==> src/rtl/radar_ram_pkg.sv <==
// Shared definitions for the radar dual-port sample RAM (2048 x 8) and its writer.
// Latency: n/a (constants and types only).
// Backpressure: n/a.
package radar_ram_pkg;

  localparam int RAM_ADDR_W = 11;
  localparam int RAM_DATA_W = 8;

  // Writer FSM: IDLE waits for start, EVEN expects the first sample of a pair,
  // ODD expects the second sample and issues the pair write.
  typedef enum logic [1:0] {
    IDLE = 2'd0,
    EVEN = 2'd1,
    ODD  = 2'd2
  } wr_state_e;

endpackage

==> src/rtl/ram_frame_writer.sv <==
// Packs a sample stream into pair writes to the dual-port RAM (even addr on A, odd on B).
// Latency: pair write (wr_en_a/b) one cycle after the odd sample transfer; start -> in_ready next cycle.
// Backpressure: in_ready low in IDLE; in_valid low stalls indefinitely, a held even sample is kept.
//
// Ports:
//   clk, rst_n              clock, asynchronous active-low reset
//   start                   one-cycle frame capture request, honoured only in IDLE
//   in_valid/in_data/in_ready  sample stream, transfer on in_valid & in_ready
//   wr_en_a/wr_addr_a/wr_data_a  port A write (even address, earlier sample)
//   wr_en_b/wr_addr_b/wr_data_b  port B write (wr_addr_a + 1, later sample)
//   busy                    high from the accepted start until frame_done
//   frame_done              one-cycle pulse with the final pair write
//   bank                    bank of the frame last completed
//
// Optional feature macro: RAM_WRITER_BANK_EN (ping-pong banking on the address MSB).
// Without it the whole RAM is one frame and bank is tied to 0.
module ram_frame_writer
  import radar_ram_pkg::*;
#(
  parameter int ADDR_W = RAM_ADDR_W,
  parameter int DATA_W = RAM_DATA_W
) (
  input  logic              clk,
  input  logic              rst_n,
  input  logic              start,
  input  logic              in_valid,
  input  logic [DATA_W-1:0] in_data,
  output logic              in_ready,
  output logic              wr_en_a,
  output logic [ADDR_W-1:0] wr_addr_a,
  output logic [DATA_W-1:0] wr_data_a,
  output logic              wr_en_b,
  output logic [ADDR_W-1:0] wr_addr_b,
  output logic [DATA_W-1:0] wr_data_b,
  output logic              busy,
  output logic              frame_done,
  output logic              bank
);

  localparam int PAIR_W = ADDR_W - 1;

`ifdef RAM_WRITER_BANK_EN
  // Half the RAM per frame: pair index spans ADDR_W-2 bits.
  localparam logic [PAIR_W-1:0] LAST_PAIR = PAIR_W'((1 << (ADDR_W - 2)) - 1);
`else
  localparam logic [PAIR_W-1:0] LAST_PAIR = '1;
`endif

  wr_state_e         state_q;
  wr_state_e         state_d;
  logic [PAIR_W-1:0] pair_q;
  logic [DATA_W-1:0] hold_q;
  logic              xfer;
  logic              pair_fire;
  logic              last_fire;
  logic [ADDR_W-1:0] pair_addr;

  // in_ready is a flop that mirrors (state != IDLE), so it is safe to use here.
  assign xfer = in_valid & in_ready;

  // State register
  always_ff @(posedge clk or negedge rst_n) begin
    if (!rst_n) begin
      state_q <= IDLE;
    end else begin
      state_q <= state_d;
    end
  end

  // Next-state logic
  always_comb begin
    state_d = state_q;
    case (state_q)
      IDLE: if (start) state_d = EVEN;
      EVEN: if (xfer)  state_d = ODD;
      ODD:  if (xfer)  state_d = (pair_q == LAST_PAIR) ? IDLE : EVEN;
      default:         state_d = IDLE;
    endcase
  end

  // Output decode: a pair write fires on the odd-sample transfer.
  always_comb begin
    pair_fire = 1'b0;
    last_fire = 1'b0;
    if (state_q == ODD && xfer) begin
      pair_fire = 1'b1;
      last_fire = (pair_q == LAST_PAIR);
    end
  end

`ifdef RAM_WRITER_BANK_EN
  logic wbank_q;

  // pair_q MSB is always 0 while writing in banked mode, so OR-ing the bank in is exact.
  assign pair_addr = {pair_q, 1'b0} | {wbank_q, {(ADDR_W-1){1'b0}}};

  always_ff @(posedge clk or negedge rst_n) begin
    if (!rst_n) begin
      wbank_q <= 1'b0;
      bank    <= 1'b0;
    end else if (last_fire) begin
      bank    <= wbank_q;
      wbank_q <= ~wbank_q;
    end
  end
`else
  assign pair_addr = {pair_q, 1'b0};
  assign bank      = 1'b0;
`endif

  // Registered outputs, pair counter and even-sample hold register
  always_ff @(posedge clk or negedge rst_n) begin
    if (!rst_n) begin
      in_ready   <= 1'b0;
      busy       <= 1'b0;
      wr_en_a    <= 1'b0;
      wr_en_b    <= 1'b0;
      wr_addr_a  <= '0;
      wr_addr_b  <= '0;
      wr_data_a  <= '0;
      wr_data_b  <= '0;
      frame_done <= 1'b0;
      pair_q     <= '0;
      hold_q     <= '0;
    end else begin
      in_ready   <= (state_d != IDLE);
      busy       <= (state_d != IDLE);
      wr_en_a    <= pair_fire;
      wr_en_b    <= pair_fire;
      frame_done <= last_fire;
      if (state_q == IDLE && start) begin
        pair_q <= '0;
      end
      if (state_q == EVEN && xfer) begin
        hold_q <= in_data;
      end
      if (pair_fire) begin
        wr_addr_a <= pair_addr;
        wr_addr_b <= pair_addr | ADDR_W'(1);
        wr_data_a <= hold_q;
        wr_data_b <= in_data;
        pair_q    <= pair_q + PAIR_W'(1);
      end
    end
  end

endmodule

==> config.mk <==
export PLATFORM = sky130hd
export DESIGN_NAME = ram_frame_writer
export DESIGN_NICKNAME = d
export VERILOG_FILES = /design/src/rtl/radar_ram_pkg.sv /design/src/rtl/ram_frame_writer.sv
export SDC_FILE = /design/constraint.sdc
export NUM_CORES = 1
export LEC_CHECK = 0
export BUFFER_PORTS_ARGS = -buffer_cell sky130_fd_sc_hd__buf_2
export CORE_UTILIZATION = 23
export CTS_BUF_LIST = sky130_fd_sc_hd__clkbuf_2 sky130_fd_sc_hd__clkbuf_4 sky130_fd_sc_hd__clkbuf_8
export DETAILED_ROUTE_END_ITERATION = 7
export PLACE_DENSITY_LB_ADDON = 0.12
export SETUP_SLACK_MARGIN = 0.3
export SYNTH_ARGS = -nofsm -noshare
export SYNTH_HDL_FRONTEND = slang
export SYNTH_SLANG_ARGS = --single-unit
==> constraint.sdc <==
create_clock -name clk -period 3.4 [get_ports clk]
set_input_delay 0.68 -clock clk [delete_from_list [all_inputs] [get_ports clk]]
set_output_delay 0.68 -clock clk [all_outputs]
set_load 0.1 [all_outputs]
==> impl_metrics.csv <==
group,metric,value,unit
clock_network,post_cts_resized,0,
clock_network,clock_buffer_count_from_cts,5,
sta,count_of_final_hold_check_violations,0,
worst_hold_path,min_path_type,"primary input to asynchronous set/reset pin",
sta,maximum_clock_frequency,505,MHz
clock_network,worst_setup_hold_path_clk_slew,0.10,ns
clock_network,root_buffer_cell,"sky130_fd_sc_hd__clkbuf_8",
cells_and_area,final-seq-area,0.00125,sq mm
yosys,synth_enable_flop_cells,0,
sta,worst_pin_slew,0.632,ns
cells_and_area,num-fill-cells,1004,
cells_and_area,finalCoreUtilization,27.8,%
worst_setup_path,path_class,"flop to primary output",
global_routing,gr-usage-all-layers,10.7,%
global_routing,grt_first_pass_wirelength,8180,microns
global_routing,grt_antenna_before_repair,0,
worst_setup_path,critical_path_cell_count,1,
sta,grt_setup_unrepaired,"no",
detailed_routing,wl,4860,microns
floorplan,die_height,99.7,microns
global_routing,grt_start_max_net_pins,32,
global_routing,globalRoute.totalOverflow,0,
yosys,synth_warnings,0,
yosys,number_of_cells_produced_by_synthesis,216,
cells_and_area,top_library_cells_by_usage_in_the_layout_fill_and_taps_aside,"sky130_fd_sc_hd__nand2_1, sky130_fd_sc_hd__buf_2, sky130_fd_sc_hd__dfrtp_1",
floorplan,die-area,0.00994,sq mm
placed_design,gp_routability_congestion,0.736,
clock_network,skew_pair_late_insertion_delay,0.31,ns
yosys,synth.area.top_cells,"sky130_fd_sc_hd__dfrtp_1, sky130_fd_sc_hd__nand2_1, sky130_fd_sc_hd__buf_4",
sta,finalCriticalPeriod,1.98,ns
yosys,netlist.area_leader.share,57.0,%
placed_design,detailedPlacementHpwl,3340,microns
detailed_routing,antenna_violating_nets_post_route,0,
detailed_routing,first_pass_iters,4,
worst_setup_path,critPathRequiredTime,2.72,ns
clock_network,ctsLongestPathBuffers,2,
sta,final.setup_skew,0.0107,ns
sta,finalSetupViolations,0,
yosys,synth_seq_cells,50,
detailed_routing,avgViaCountPerCell,4.12,
sta,timing.final.ws_setup,1.42,ns
worst_setup_path,timing.critical_path.cells,"buf_2",
detailed_routing,via_count,1583,
floorplan,ios,56,
worst_setup_path,critPathTopFamily,"flip-flops",
yosys,synth_top_cell_by_area,"sky130_fd_sc_hd__dfrtp_1",
floorplan,start_util,23.8,%
cells_and_area,layout_commonest_cell,"sky130_fd_sc_hd__nand2_1",
floorplan,die_x,99.7,microns
worst_setup_path,cp-startpoint,"busy",
global_routing,grt_pass1_vias,1647,
outcome,outcome,"finished clean",
cells_and_area,n_antenna_cell,0,
worst_setup_path,timing.critical_path.buf_inv,1,
detailed_routing,routed_wire_length_per_instance,12.7,microns
sta,final_max_slew_viol_count,0,
yosys,synth-seq-area-share,57.0,%
clock_network,cts-htree-levels,2,
worst_setup_path,startpoint_type,"flop",
sta,slew_headroom,57.9,%
cells_and_area,finish.net_count,267,
cells_and_area,multiInputGateArea,762,sq um
clock_network,cts_tree,"yes",
sta,totalNegativeSetupSlack,0,ns
clock_network,postCtsSetupBuffers,0,
yosys,syn-cell-area,0.00220,sq mm
worst_setup_path,r2r_cells,4,
floorplan,rows,35,
worst_setup_path,cp_slowest_cell,"sky130_fd_sc_hd__dfrtp_1",
yosys,synth-async-reset-ratio,100,%
cells_and_area,layout-drive-gt1-share,30.2,%
worst_setup_path,timing.rr.start,"state_q[0]",
job,max-cap-violations,0,
clock_network,clock_sink_count,50,
yosys,ys.flop_type,"sky130_fd_sc_hd__dfrtp_1",
detailed_routing,drtIter0Drc,42,
worst_setup_path,crit_path_end_kind,"primary output",
worst_setup_path,timing.critical_path.arrival,1.30,ns
floorplan,core_region_area,0.00924,sq mm
worst_setup_path,worstPathMaxFanout,6,
detailed_routing,remaining_drc_errors,0,
cells_and_area,area_delta_synth_final,16.9,%
placed_design,dp_worst_setup_slack,1.28,ns
sta,holdWs,0.316,ns
clock_network,cts_hold_buf,0,
yosys,synth.lib_cells_used.distinct,35,
sta,fin_crit_sh,58.3,%
placed_design,port_buffer_count,53,
yosys,syn-mean-instance-area,10.2,sq um
worst_setup_path,critical-path-max-stage-delay,0.51,ns
==> stage by stage <==
stage          cell area [sq um]  std cells
6_report                    2570        384
5_1_grt                     2570        384
4_1_cts                     2570        384
3_5_place_dp                2480        376
3_3_place_gp                2480        376
2_1_floorplan               2200        217
==> state kept, by name, summed over array words and instances, names as in the netlist <==
signal	count
busy	1
frame_done	1
hold_q	8
pair_q	10
state_q	2
wr_addr_b	11
wr_data_a	8
wr_data_b	8
wr_en_b	1
==> final cells by class <==
type	count	share of cell area, %
inverter	6	0.877
clock buffer	5	2.68
timing repair buffer	55	10.9
tap	129	6.29
sequential	50	48.7
clock inverter	3	0.828
multi-input combinational	136	29.7
==> routing by layer <==
metal	share of wire (%)	GRT usage, %
met5	0	0
met4	2.4	4.75
met3	2.9	2.32
met2	48	16.8
met1	47	14.1
==> synth_stat cells, types with 2 or more instances <==
cell type                  count
sky130_fd_sc_hd__nand4b_4      2
sky130_fd_sc_hd__nand4_1       5
sky130_fd_sc_hd__nor2_1        2
sky130_fd_sc_hd__nand2b_1      2
sky130_fd_sc_hd__nor4_1        2
sky130_fd_sc_hd__o21ai_0       6
sky130_fd_sc_hd__buf_4        16
sky130_fd_sc_hd__a21oi_1       4
sky130_fd_sc_hd__dfrtp_1      50
sky130_fd_sc_hd__mux2i_1       3
sky130_fd_sc_hd__nand2_1      77
sky130_fd_sc_hd__or4_1         2
sky130_fd_sc_hd__nand3_1       4
sky130_fd_sc_hd__o211ai_1      3
sky130_fd_sc_hd__inv_1         5
sky130_fd_sc_hd__buf_2         7
sky130_fd_sc_hd__mux2_2        8
==> cell families (layout without fill, tap and decap cells) <==
kind of cell	Yosys count	in the layout	synth area share [%]
AO/OA/AOI/OAI	20	20	5.93
adder cells (fa/ha/maj)	1	1	0.570
buffers and inverters	31	69	8.49
flip-flops	50	50	57.0
multiplexers	11	11	5.47
other	1	2	0.171
AND/OR/NAND/NOR	102	102	22.4
==> worst paths after layout <==
check / end / slack, ns
max: busy / 1.42
max reg2reg: pair_q[3] / 1.61
max in group asynchronous: wr_addr_b[1] / 2.30
min: wr_data_a[0] / 0.32
min reg2reg: wr_data_a[4] / 0.47
min in group clk: wr_data_a[4] / 0.47
Power is left out: the tool's default activity adds up to more than one toggle a clock period on the data nets, which glitch-free logic cannot reach.
